--- src/rtl/scan_test_ctrl.sv ---
// scan_test_ctrl
// Tester-side scan controller: shifts a stimulus pattern into a scan chain,
// pulses one functional capture cycle, shifts the response back out over SO
// and compares it against an expected vector.
//
// Optional feature macro: SCAN_MASK_EN
//   defined   -> adds the mask port; masked bits are excluded from the compare
//   undefined -> no mask port, all CHAIN_LEN bits are compared
//
// State table
//   state     | meaning
//   ----------+--------------------------------------------------------------
//   IDLE      | SE=0, SI=0, waiting for start; latches operands on accept
//   SHIFT_IN  | SE=1, SI walks the pattern MSB first, CHAIN_LEN cycles
//   CAPTURE   | SE=0 for one cycle so the chain loads its functional data
//   SHIFT_OUT | SE=1, SI=0, SO sampled into captured, CHAIN_LEN cycles
//   DONE      | done pulse, results valid, then back to IDLE

module scan_test_ctrl #(
  parameter int CHAIN_LEN = 4,
  parameter int CNT_W     = $clog2(CHAIN_LEN + 1)
) (
  input  logic                 clk,
  input  logic                 rst_n,
  input  logic                 start,
  input  logic [CHAIN_LEN-1:0] pattern,
  input  logic [CHAIN_LEN-1:0] expected,
`ifdef SCAN_MASK_EN
  input  logic [CHAIN_LEN-1:0] mask,
`endif
  output logic                 SE,
  output logic                 SI,
  input  logic                 SO,
  output logic                 busy,
  output logic                 done,
  output logic                 pass,
  output logic [CNT_W-1:0]     mismatch_cnt,
  output logic [CHAIN_LEN-1:0] captured
);

  typedef enum logic [2:0] {
    IDLE      = 3'd0,
    SHIFT_IN  = 3'd1,
    CAPTURE   = 3'd2,
    SHIFT_OUT = 3'd3,
    DONE      = 3'd4
  } state_t;

  localparam logic [CNT_W-1:0] LAST_BIT = CNT_W'(CHAIN_LEN - 1);
  localparam logic [CNT_W-1:0] ONE      = CNT_W'(1);

  state_t                 state;
  logic [CNT_W-1:0]       bit_cnt;
  // Pattern is held pre-shifted so the next SI bit is always the MSB.
  logic [CHAIN_LEN-1:0]   pat_q;
  logic [CHAIN_LEN-1:0]   exp_q;
`ifdef SCAN_MASK_EN
  logic [CHAIN_LEN-1:0]   mask_q;
`endif

  logic [CHAIN_LEN-1:0]   capt_next;
  logic [CHAIN_LEN-1:0]   diff;
  logic [CNT_W-1:0]       mis_next;

  function automatic logic [CNT_W-1:0] popcount(input logic [CHAIN_LEN-1:0] v);
    logic [CNT_W-1:0] c;
    c = '0;
    for (int i = 0; i < CHAIN_LEN; i++) begin
      c = c + CNT_W'(v[i]);
    end
    return c;
  endfunction

  // Result of the compare as it will stand once the final SO bit lands.
  always_comb begin
    capt_next = {captured[CHAIN_LEN-2:0], SO};
`ifdef SCAN_MASK_EN
    diff      = (capt_next ^ exp_q) & ~mask_q;
`else
    diff      = capt_next ^ exp_q;
`endif
    mis_next  = popcount(diff);
  end

  // Sequencer with all outputs registered so SE/SI only move on rising edges.
  always_ff @(posedge clk or negedge rst_n) begin
    if (!rst_n) begin
      state        <= IDLE;
      bit_cnt      <= '0;
      pat_q        <= '0;
      exp_q        <= '0;
`ifdef SCAN_MASK_EN
      mask_q       <= '0;
`endif
      SE           <= 1'b0;
      SI           <= 1'b0;
      busy         <= 1'b0;
      done         <= 1'b0;
      pass         <= 1'b0;
      mismatch_cnt <= '0;
      captured     <= '0;
    end else begin
      done <= 1'b0;
      case (state)
        IDLE: begin
          SE <= 1'b0;
          SI <= 1'b0;
          if (start) begin
            // First SI bit is presented straight from the port so it is on
            // the wire during the very first SHIFT_IN cycle.
            pat_q        <= {pattern[CHAIN_LEN-2:0], 1'b0};
            exp_q        <= expected;
`ifdef SCAN_MASK_EN
            mask_q       <= mask;
`endif
            bit_cnt      <= '0;
            captured     <= '0;
            pass         <= 1'b0;
            mismatch_cnt <= '0;
            busy         <= 1'b1;
            SE           <= 1'b1;
            SI           <= pattern[CHAIN_LEN-1];
            state        <= SHIFT_IN;
          end
        end

        SHIFT_IN: begin
          if (bit_cnt == LAST_BIT) begin
            bit_cnt <= '0;
            SE      <= 1'b0;
            SI      <= 1'b0;
            state   <= CAPTURE;
          end else begin
            bit_cnt <= bit_cnt + ONE;
            SI      <= pat_q[CHAIN_LEN-1];
            pat_q   <= {pat_q[CHAIN_LEN-2:0], 1'b0};
          end
        end

        CAPTURE: begin
          SE    <= 1'b1;
          SI    <= 1'b0;
          state <= SHIFT_OUT;
        end

        SHIFT_OUT: begin
          captured <= capt_next;
          SI       <= 1'b0;
          if (bit_cnt == LAST_BIT) begin
            bit_cnt      <= '0;
            SE           <= 1'b0;
            busy         <= 1'b0;
            done         <= 1'b1;
            pass         <= (mis_next == '0);
            mismatch_cnt <= mis_next;
            state        <= DONE;
          end else begin
            bit_cnt <= bit_cnt + ONE;
          end
        end

        DONE: begin
          SE    <= 1'b0;
          SI    <= 1'b0;
          state <= IDLE;
        end

        default: begin
          SE    <= 1'b0;
          SI    <= 1'b0;
          busy  <= 1'b0;
          state <= IDLE;
        end
      endcase
    end
  end

endmodule

--- config.mk ---
export PLATFORM = sky130hd
export DESIGN_NAME = scan_test_ctrl
export DESIGN_NICKNAME = d
export VERILOG_FILES = /design/src/rtl/scan_test_ctrl.sv
export SDC_FILE = /design/constraint.sdc
export NUM_CORES = 1
export LEC_CHECK = 0
export ABC_AREA = 1
export BUFFER_PORTS_ARGS = -buffer_cell sky130_fd_sc_hd__buf_4
export CAP_MARGIN = 10
export CORE_MARGIN = 5
export CORE_UTILIZATION = 53
export DETAILED_ROUTE_END_ITERATION = 7
export HOLD_SLACK_MARGIN = 0.08
export PLACE_DENSITY = 0.81
export SLEW_MARGIN = 20
export SYNTH_ARGS = -nofsm -noshare
export SYNTH_HDL_FRONTEND = slang
export SYNTH_SLANG_ARGS = --single-unit
--- constraint.sdc ---
create_clock -name clk -period 2.3 [get_ports clk]
set_clock_uncertainty 0.05 [all_clocks]
set_input_delay 0.46 -clock clk [delete_from_list [all_inputs] [get_ports clk]]
set_output_delay 0.46 -clock clk [all_outputs]
set_load 0.01 [all_outputs]
==> results of run 1 <==
==> final timing paths <==
path                                  start           to  slack (ns)  cells past startpoint
worst min-delay path                     SO  captured[0]        0.31                      3
min in group asynchronous             rst_n           SE        0.50                      2
max in group asynchronous             rst_n     exp_q[2]        1.44                      2
worst max-delay path            captured[2]         pass        0.24                      7
worst min register to register   bit_cnt[0]   bit_cnt[0]        0.45                      1
worst max register to register  captured[2]         pass        0.24                      7
==> power by group through the flow <==
| stage | Sequential, µW | Clock, µW | Combinational [µW] |
|---|---|---|---|
| floorplan | 754 | 0 | 760 |
| global placement | 729 | 0 | 1030 |
| detailed placement | 741 | 0 | 1090 |
| CTS | 732 | 210 | 1100 |
| global route | 755 | 233 | 1230 |
| finish | 733 | 199 | 1100 |
==> metal layers <==
metal  share of wire [%]  global-route usage [%]  vias up  routed length, µm
met2                  51                    26.8       25               1220
met3                 5.9                    5.12        6                143
li1                    -                       -      490                  -
met1                  42                    18.6      465               1010
met4                 1.8                    5.63        0                 44
met5                   0                       0        -                  0
==> metrics by stage <==
stage,instances,power (µW),cell area (µm²),hold slack (ns)
CTS,195,2040,1460,0.301
global placement,190,1760,1420,0.326
floorplan,140,1510,1220,0.114
finish,195,2030,1460,0.311
detailed placement,190,1830,1420,0.332
global route,195,2220,1460,0.283
==> cell type report <==
class | instances | area (µm²)
fillers | 187 | 752
repair buffers | 24 | 183
clock buffers | 3 | 22.5
flip-flops and latches | 25 | 626
well taps | 28 | 35.0
multi-input cells | 93 | 508
clock inverters | 1 | 7.51
inverters | 21 | 78.8
==> worst reg2reg max path, stage by stage (launching register included) <==
cell	delay, ns
sky130_fd_sc_hd__dfrtp_1	0.43
sky130_fd_sc_hd__xor2_1	0.20
sky130_fd_sc_hd__fa_1	0.45
sky130_fd_sc_hd__ha_1	0.21
sky130_fd_sc_hd__ha_1	0.29
sky130_fd_sc_hd__nor3_1	0.20
sky130_fd_sc_hd__nand3_1	0.10
sky130_fd_sc_hd__nand2_1	0.07
==> flip-flops by register name (all words and copies together), names as in the netlist, 3 cells and up <==
signal and flops:
state 3, bit_cnt 3, pat_q 3, exp_q 4
captured 4, mismatch_cnt 3
==> cell families (layout without fill, tap and decap cells) <==
logic type	count (synthesis)	count (layout)	share of synthesized area, %
simple gates	73	73	27.1
flops	25	25	51.1
buf+inv	22	49	7.36
compound gates	12	12	6.85
fa+ha+maj	4	4	4.70
xor+xnor	4	4	2.86
==> cells in the final DEF (no fill, tap or decap), drive strengths merged, types with 2 or more instances in the layout <==
| master | netlist | layout |
|---|---|---|
| buf | 1 | 23 |
| clkbuf | 0 | 3 |
| dfrtp | 25 | 25 |
| ha | 3 | 3 |
| inv | 21 | 21 |
| nand2 | 48 | 48 |
| nand3 | 15 | 15 |
| nor2 | 9 | 9 |
| o21ai | 8 | 8 |
| o22ai | 2 | 2 |
| xor2 | 4 | 4 |
==> impl.org, run 1 <==
** Route
- After detailed routing, the total wire length is 2420 µm.
- Average wire per standard cell :: 12.4 µm
- Once detail routing completed, the nets flagged for antenna violations numbered 0.
- Dividing the detail-routed via count by the number of cells gives 5.06.
- Starting DRT DRC Count :: 21
- The routed layout has 986 vias.
- First drt pass iteration count :: 4
- DR DRC count :: 0

** Clocking
- Once the clock tree was built, the resizer swapped 0 gates to a different size.
- The clock drives 25 sinks.
- Buffer levels on the longest clock path :: 2
- Count of hold-fix buffers inserted at cts :: 1
- The root buffer cell chosen for the clock tree is sky130_fd_sc_hd__clkbuf_4.
- Reg clk slew, reported paths :: 0.14 ns
- Once the clock tree was built, the setup fixing pass inserted 0 buffers.
- The later pin in the worst-skew pair is clocked with a latency of 0.33 ns.
- In this run the number of H-tree levels came out at 1.
- TritonCTS built the clock tree.
- CTS Buf Count :: 3

** STA
- Subtracting the final worst setup slack from the clock period gives 2.06 ns.
- The final max-slew violation count came to 0.
- Setup repair after global routing missed its margin :: no
- For the final routed database, the setup TNS stands at 0 ns.
- Setup slack on the critical path of the routed design comes to 0.245 ns.
- Relative slew slack :: 71.7%
- Based on the critical path, the design can be clocked at up to 487 MHz.
- Of the available clock period, the critical path in the final layout requires 89.4%.
- # setup viols final :: 0
- Final Hold Vio Count :: 0
- At the pin with the least slew margin, the transition time is 0.424 ns.

** Placement
- Routability-driven placement finished with a final weighted congestion of 0.790.
- Post-DP HPWL :: 1840 µm
- # port buffers :: 23
- OpenSTA, run right after detailed placement, puts the worst setup slack at 0.126 ns.

** Logic synthesis
- Counting flops with a built-in enable in the synthesized netlist gives 0.
- After synthesis, the most frequently instantiated cells are sky130_fd_sc_hd__nand2_1, sky130_fd_sc_hd__dfrtp_1, sky130_fd_sc_hd__inv_1.
- The number of nets in the synthesized netlist is 156.
- Top cell type by total area after synthesis :: sky130_fd_sc_hd__dfrtp_1
- The cell count after synthesis came out at 140.
- The number of different library cells used by synthesis comes to 20.
- For this run, the leading register cell type out of synthesis is sky130_fd_sc_hd__dfrtp_1.
- Summed over its instances, the top area cell type makes up 51.1% of the synthesized netlist area.
- Sequential cells were found to cover 51.1% of the synthesized design area.
- Averaged over all synthesized cells, the footprint is 8.74 µm².
- Number of synthesized register bits :: 25
- Netlist area before placement :: 1220 µm²
- Most frequently used cell type in the post-synthesis netlist :: sky130_fd_sc_hd__nand2_1
- In the synthesized netlist the async set-or-reset flop fraction comes to 100%.
- Cell types with the largest area share after synthesis :: sky130_fd_sc_hd__dfrtp_1, sky130_fd_sc_hd__nand2_1, sky130_fd_sc_hd__nand3_1
- Ys Warns :: 0

** Pwr
- Dividing total power by cell area gives a power density of 1390 nW/µm².
- Combinational Power Share :: 54.1%
- Sequential cells burn 36.1% of the power.
- Cell leakage power :: 0.000842 µW
- Worst vdd ir :: 1.03 mV
- Net switching is 45.0% of the power.
- Switching power summed over all nets :: 913 µW
- The internal portion of the total power is 1120 µW.
- Clock share of power :: 9.8%

** Layout
- Count of antenna diodes in the layout :: 0
- The net count of the finished layout is 184.
- The post-route netlist has 24.6% of its cells at a drive strength greater than 1.
- Cells fill 66.0% of the core in the end.
- Compared with the post-synthesis result, the final layout area differs by 19.3%.

** Die
- The die covers 3370 µm².
- Width of the die :: 58.1 µm
- Core outline area :: 2210 µm²
- The die is 58.1 µm tall.
- For this configuration, the core starts out at a cell density of 55.3%.
- Number of cell rows :: 17
- Top Ports :: 24

** Global route
- Pin count of the biggest net entering global routing :: 26
- Summed over all layers, the global routing overflow is 0.
- Number of global-route vias before repair :: 994
- Wire length of the first global-routing pass :: 4110 µm
- The initial antenna violation count came to 0.
- Global-route usage over all layers :: 15.8%

** Critical path
- CP startpoint kind :: flip-flop
- Setup crit end kind :: flip-flop
- The number of buffers and inverters on the critical path is 0.
- Data required, critical path :: 2.51 ns
- Slowest cell on the critical path :: sky130_fd_sc_hd__fa_1
- Data arrives at the worst endpoint at 2.27 ns.
- Worst Path Max Fanout :: 3
- By instance count, the cell type seen most on the critical path is sky130_fd_sc_hd__ha_1.
- Top Family by Delay on Critical Path :: adder cells
- Worst Setup Path Type :: reg2reg
- The largest single stage delay on the critical path is 0.45 ns.
- Critical path, cell by cell :: xor2_1 -> fa_1 -> ha_1 -> ha_1 -> nor3_1 -> nand3_1 -> nand2_1

** Job
- Max-cap violations in this run came to 0.

** Worst hold path
- The worst hold path belongs to the class in2reg.

** Outcome
- Result of the run :: completed
Note: power is estimated with default switching activity, not from simulation.
==> inputs of run 2 (changes only) <==
--- a/config.mk
+++ b/config.mk
@@ -9,10 +9,10 @@
 export BUFFER_PORTS_ARGS = -buffer_cell sky130_fd_sc_hd__buf_4
 export CAP_MARGIN = 10
 export CORE_MARGIN = 5
-export CORE_UTILIZATION = 53
+export CORE_UTILIZATION = 45
 export DETAILED_ROUTE_END_ITERATION = 7
 export HOLD_SLACK_MARGIN = 0.08
-export PLACE_DENSITY = 0.81
+export PLACE_DENSITY = 0.71
 export SLEW_MARGIN = 20
 export SYNTH_ARGS = -nofsm -noshare
 export SYNTH_HDL_FRONTEND = slang
==> impl.org, run 2 (synthesized netlist as in run 1, its figures left out) <==
** Die
- In this run the standard cell core region covers 2690 µm².
- Width of the die :: 62.1 µm
- In this run the core area contains 19 standard-cell rows.
- Top Ports :: 24
- Die Area :: 3860 µm²
- Measured along the y axis, the die boundary spans 62.1 µm.
- Initial cell density of the core :: 45.6%

** Critical path
- Setup crit end kind :: flip-flop
- Traced cell by cell, the critical path runs through xor2_1 -> fa_1 -> ha_1 -> ha_1 -> nor3_1 -> nand3_1 -> nand2_1.
- Slowest cell on the critical path :: sky130_fd_sc_hd__fa_1
- The worst setup path is launched from a flip-flop.
- At the worst endpoint, the arrival time is 2.24 ns.
- Worst Path Max Fanout :: 2
- The most numerous cell type found on the critical path is sky130_fd_sc_hd__ha_1.
- Longest individual stage delay on the worst path :: 0.48 ns
- Data on the critical path is required at its endpoint by 2.52 ns.
- Worst Setup Path Type :: reg2reg

** Placement
- Post-DP HPWL :: 1710 µm
- Summing all placed instances gives a cell area of 1420 µm².
- # port buffers :: 23
- Last weighted congestion value of the routability-driven placer :: 0.776

** Pwr
- In this run the power spent charging and discharging nets is 877 µW.
- Power spread over the standard cell area amounts to 1360 nW/µm².
- The clock network accounts for 10.0% of the total power.
- Combinational logic is responsible for 53.3% of the overall power.
- Worst vdd ir :: 0.712 mV
- The internal portion of the total power is 1110 µW.
- In this run the static leakage power is 0.000846 µW.
- Switch share :: 44.1%
- Share of total power in sequential cells :: 36.7%

** Global route
- The initial antenna violation count is 0.
- Entering global routing, the biggest net connects 26 pins.
- The number of global-route vias before repair came to 933.
- Global-route usage over all layers :: 12.4%
- Wire length of the first global-routing pass :: 4010 µm
- Summed over all layers, the global routing overflow is 0.

** STA
- In the finished design, the share of the clock period the worst path needs comes to 87.6%.
- Relative slew slack :: 71.1%
- Final Hold Vio Count :: 0
- On the final layout, the worst hold slack is 0.318 ns.
- Setup violations remaining at the end of the flow were counted as 0.
- Timing would allow up to 496 MHz.
- The clock period could shrink to 2.01 ns.
- The final max-slew violation count was 0.
- Transition time at the pin with the least slew margin :: 0.432 ns
- Setup repair after global routing left no endpoint under its margin.
- Summed over all failing endpoints, the final setup total negative slack is 0 ns.

** Route
- After detailed routing, the number of remaining DRC violations is 0.
- Routed wire length :: 2220 µm
- Before antenna repair, the detailed router went through 4 iterations.
- After detailed routing, the average wire length per cell comes to 11.2 µm.
- Total via count in the routed design :: 929
- Remaining antenna violation count after routing :: 0
- Starting DRT DRC Count :: 14
- Vias per Instance :: 4.69

** Clocking
- Once the clock tree was built, the resizer swapped 0 gates to a different size.
- Count of hold-fix buffers inserted at cts :: 1
- Buffer levels on the longest clock path :: 2
- Number of levels the H-tree was split into :: 1
- CTS placed an instance of sky130_fd_sc_hd__clkbuf_4 at the clock tree root.
- Setup repair bufs after CTS :: 0
- Counting the buffers created by CTS gives 3.
- Reg clk slew, reported paths :: 0.14 ns
- CTS tree :: yes
- Sinks on the clock net :: 25
- The later pin in the worst-skew pair is clocked with a latency of 0.32 ns.

** Layout
- Final #Nets :: 184
- For this run, the share of the core covered by cells in the final layout is 54.4%.
- Largest registers :: captured: 4 flops, exp_q: 4 flops
- Count of antenna diodes in the layout :: 0
- With fillers left out, the area of the finished cells amounts to 1460 µm².
- Most common cell after layout, fill and taps aside :: sky130_fd_sc_hd__nand2_1
- In the final layout, the share of cells above drive strength 1 is 24.6%.
- Leading cell types in the layout, fill and taps excluded :: sky130_fd_sc_hd__nand2_1, sky130_fd_sc_hd__dfrtp_1, sky130_fd_sc_hd__buf_4
- Layout overhead on the synthesized area :: 19.4%

** Worst hold path
- The worst hold path belongs to the class in2reg.

** Outcome
- The flow ran to the end, and the final reports show no timing, DRC or antenna violations.

** Job
- Reported max-cap violation count :: 0
## run 2: cell types whose count changed in the layout (fill, tap and decap cells not counted), sizes merged
cell / before / now
clkinvlp: 1 / 0
clkinv: 0 / 1
## run 2: routing by layer
| metal | up-vias | routed length, µm | track usage, % | part of all wire, % |
|---|---|---|---|---|
| met2 | 16 | 1050 | 19.4 | 47 |
| met3 | 4 | 106 | 2.88 | 4.8 |
| met1 | 417 | 1030 | 16.0 | 46 |
| met4 | 0 | 36 | 5.69 | 1.6 |
| li1 | 492 | - | - | - |
| met5 | - | 0 | 0 | 0 |
## run 2: path summary, 6_finish.rpt
| kind | startpoint | to | slack, ns | cells after the start |
|---|---|---|---|---|
| max in group asynchronous | rst_n | SE | 1.45 | 2 |
| hold / removal | expected[0] | exp_q[0] | 0.32 | 3 |
| setup reg to reg | exp_q[0] | pass | 0.29 | 7 |
| min in group asynchronous | rst_n | bit_cnt[2] | 0.51 | 2 |
| setup / recovery | exp_q[0] | pass | 0.29 | 7 |
| hold reg to reg | pat_q[3] | pat_q[3] | 0.45 | 2 |
## run 2: area by class of cell
cell class | count | area (µm²)
fill | 268 | 1220
sequential | 25 | 626
multi-input combinational | 93 | 508
timing repair buffer | 24 | 183
inverter | 21 | 78.8
tap | 31 | 38.8
clock buffer | 3 | 22.5
clock inverter | 1 | 5.00
## run 2: metrics by stage
step	instances	setup WS, ns	power, µW
after global placement	193	0.163	1770
after floorplan	140	0.314	1510
after global routing	198	0.198	2200
after detailed placement	193	0.140	1820
final	198	0.285	1990
after CTS	198	0.274	2020
## run 2: power by group through the flow
stage	Clock [µW]	Sequential, µW	Combinational, µW
2_1_floorplan	0	754	760
3_3_place_gp	0	733	1040
3_5_place_dp	0	742	1070
4_1_cts	203	733	1080
5_1_grt	221	754	1230
6_report	199	732	1060
## run 2: worst max-delay path: cells and delay by family (launching register included)
kind          cells  cell delay [ns]
fa+ha+maj         3             0.97
xor+xnor          1             0.19
simple gates      3             0.33
flops             1             0.43
==> inputs of run 3 (changes only) <==
--- a/config.mk
+++ b/config.mk
@@ -6,13 +6,13 @@
 export NUM_CORES = 1
 export LEC_CHECK = 0
 export ABC_AREA = 1
-export BUFFER_PORTS_ARGS = -buffer_cell sky130_fd_sc_hd__buf_4
+export BUFFER_PORTS_ARGS = -buffer_cell sky130_fd_sc_hd__clkbuf_2
 export CAP_MARGIN = 10
 export CORE_MARGIN = 5
 export CORE_UTILIZATION = 45
 export DETAILED_ROUTE_END_ITERATION = 7
 export HOLD_SLACK_MARGIN = 0.08
-export PLACE_DENSITY = 0.71
+export PLACE_DENSITY = 0.74
 export SLEW_MARGIN = 20
 export SYNTH_ARGS = -nofsm -noshare
 export SYNTH_HDL_FRONTEND = slang
==> constraint.sdc (replaced) <==
create_clock -name clk -period 1.72 [get_ports clk]
set_clock_uncertainty 0.05 [all_clocks]
set_input_delay 0.344 -clock clk [delete_from_list [all_inputs] [get_ports clk]]
set_output_delay 0.344 -clock clk [all_outputs]
set_load 0.01 [all_outputs]
==> impl.org, run 3 (synthesized netlist as in run 1, its figures left out) <==
** STA
- Share of the clock period used by the worst path :: 110%
- Setup violations remaining at the end of the flow were counted as 2.
- In this run the tightest slew margin relative to its limit is 59.5%.
- Summed over all failing endpoints, the final setup total negative slack is -0.259 ns.
- Maximum frequency from static timing analysis :: 530 MHz
- The routed design could run at a clock period as short as 1.89 ns.
- The number of hold-slack violations in the final timing report was 0.
- At the pin with the least slew margin, the transition time is 0.608 ns.
- Final slew viol count :: 0
- Setup repair after global routing could not meet its margin everywhere.
- Final Worst Setup Slack :: -0.168 ns

** Layout
- Largest registers :: captured: 4 flops, exp_q: 4 flops
- The library cells used most frequently in the layout, excluding fill and tap cells, are sky130_fd_sc_hd__nand2_1, sky130_fd_sc_hd__dfrtp_1, sky130_fd_sc_hd__clkbuf_2.
- The layout has 280 filler cells.
- Layout overhead on the synthesized area :: 19.3%
- Of the cells placed in the final design, the portion with a size suffix greater than 1 is 28.1%.
- 0 antenna diodes ended up in the layout.
- Sequential cell area :: 626 µm²
- In the final layout, the multi-input gates occupy 534 µm².
- The library cell used most frequently in the layout, excluding fill and tap cells, is sky130_fd_sc_hd__nand2_1.
- Final #Nets :: 188

** Route
- Dividing the detail-routed via count by the number of cells gives 4.76.
- Starting DRT DRC Count :: 32
- Met2 Routed Length :: 1220 µm
- Met1 wire length :: 1030 µm
- Highest metal layer used by the detailed router :: met4
- In the detailed route, the total length drawn on met3 is 95 µm.
- For this run, the detailed router's first-pass iteration total came to 4.
- Routed wire length :: 2390 µm
- Average wire per standard cell :: 11.8 µm
- DR DRC count :: 0
- Once detail routing completed, the nets flagged for antenna violations numbered 0.
- Total via count in the routed design :: 962

** Global route
- Wire length of the first global-routing pass :: 4420 µm
- The initial antenna violation count is 0.
- Entering global routing, the biggest net connects 26 pins.
- Overflow left after global routing :: 0
- Global-route usage over all layers :: 14.0%
- Number of global-route vias before repair :: 1047

** Critical path
- The worst setup path is launched from a flip-flop.
- The critical path contains buffers and inverters numbering 0 combined.
- Data on the critical path arrives at its endpoint at 2.12 ns.
- At the worst endpoint, the required time is 1.95 ns.
- Worst Setup Path Type :: reg2reg
- Slowest cell on the critical path :: sky130_fd_sc_hd__fa_1
- STA classifies the critical path endpoint as a flip-flop.
- Longest individual stage delay on the worst path :: 0.55 ns
- Critical path, cell by cell :: xor2_1 -> fa_1 -> ha_2 -> ha_4 -> nor3_4 -> nand3_1 -> nand2_1
- Top Family by Delay on Critical Path :: adder cells
- Of all nets on the critical path, the largest fanout is 2.

** Die
- Top Ports :: 24
- Die Area :: 3860 µm²
- Once the floorplan was initialized, standard cells occupied 45.6% of the core.
- Measured along the y axis, the die boundary spans 62.1 µm.
- Core outline area :: 2690 µm²
- The die is 62.1 µm wide.
- Number of cell rows :: 19

** Clocking
- Counting the buffers created by CTS gives 3.
- Number of levels the H-tree was split into :: 1
- Sinks on the clock net :: 25
- CTS tree :: yes
- Setup repair bufs after CTS :: 0
- After clock tree synthesis, the clock-pin slew on the worst setup and hold paths is 0.14 ns.
- Worst skew pair latency :: 0.33 ns
- Cell at the root of the clock tree :: sky130_fd_sc_hd__clkbuf_4
- Buffer levels on the longest clock path :: 2

** Pwr
- The worst-case IR drop observed on VDD is 1.22 mV.
- The analysis attributes to cell leakage a power of 0.000849 µW.
- Total power per unit cell area :: 2040 nW/µm²
- After layout, the design draws a total of 2970 µW.

** Placement
- Last weighted congestion value of the routability-driven placer :: 0.780
- # port buffers :: 23
- Before CTS, the worst setup slack after placement is -0.211 ns.
- Post-DP HPWL :: 1900 µm

** Outcome
- The run finished, with violations left.
- Violated checks :: setup timing

** Worst hold path
- Worst min-delay path class :: in2reg

** Job
- The tool flagged a number of max-cap violations equal to 0.
==> run 3: area by class of cell <==
| class | instances | share of cell area (%) |
|---|---|---|
| clock buffers | 3 | 1.54 |
| clock inverters | 1 | 0.343 |
| inverters | 21 | 5.40 |
| multi-input cells | 93 | 36.6 |
| flip-flops and latches | 25 | 42.8 |
| well taps | 31 | 2.66 |
| repair buffers | 28 | 10.6 |
==> run 3: routing by layer <==
metal,track usage (%),vias to the layer above
met5,0,-
met4,5.69,0
met3,3.42,5
met2,25.0,17
met1,15.6,445
li1,-,495
==> run 3: tightest hold or removal path, delay by kind of cell <==
family                 cells  cell delay (ns)
buffers and inverters      2             0.13
AOI/OAI and AO/OA          1             0.05
==> run 3: metrics by stage <==
stage	utilization [%]	std cells	hold WS (ns)	cell area, µm²
floorplan	-	140	-0.00159	1240
global placement	52.7	197	0.333	1420
detailed placement	52.7	197	0.350	1420
CTS	54.1	202	0.165	1450
global route	54.4	202	0.164	1460
finish	54.4	202	0.170	1460
==> run 3: final timing paths <==
check                                 from               to  slack, ns  depth (start not counted)
max                               exp_q[0]             pass      -0.17                          7
min                            expected[3]         exp_q[3]       0.17                          3
max reg2reg                       exp_q[0]             pass      -0.17                          7
min reg2reg                mismatch_cnt[0]  mismatch_cnt[0]       0.44                          2
max in group asynchronous            rst_n         state[2]       0.74                          2
min in group asynchronous            rst_n             pass       0.48                          2
==> run 3: repair_timing <==
action                                 in CTS  in global routing
hold buffers                                1                  0
resized for setup                           0                  1
cloned                                      0                  0
endpoints found under the hold margin      25                  0
setup endpoints to repair                   3                  4
pin swaps                                   1                  2
==> run 3: report_power, final <==
group	switching (µW)	internal, µW
Combinational	991	742
Sequential	154	818
Clock	179	87.4
Total	1320	1650
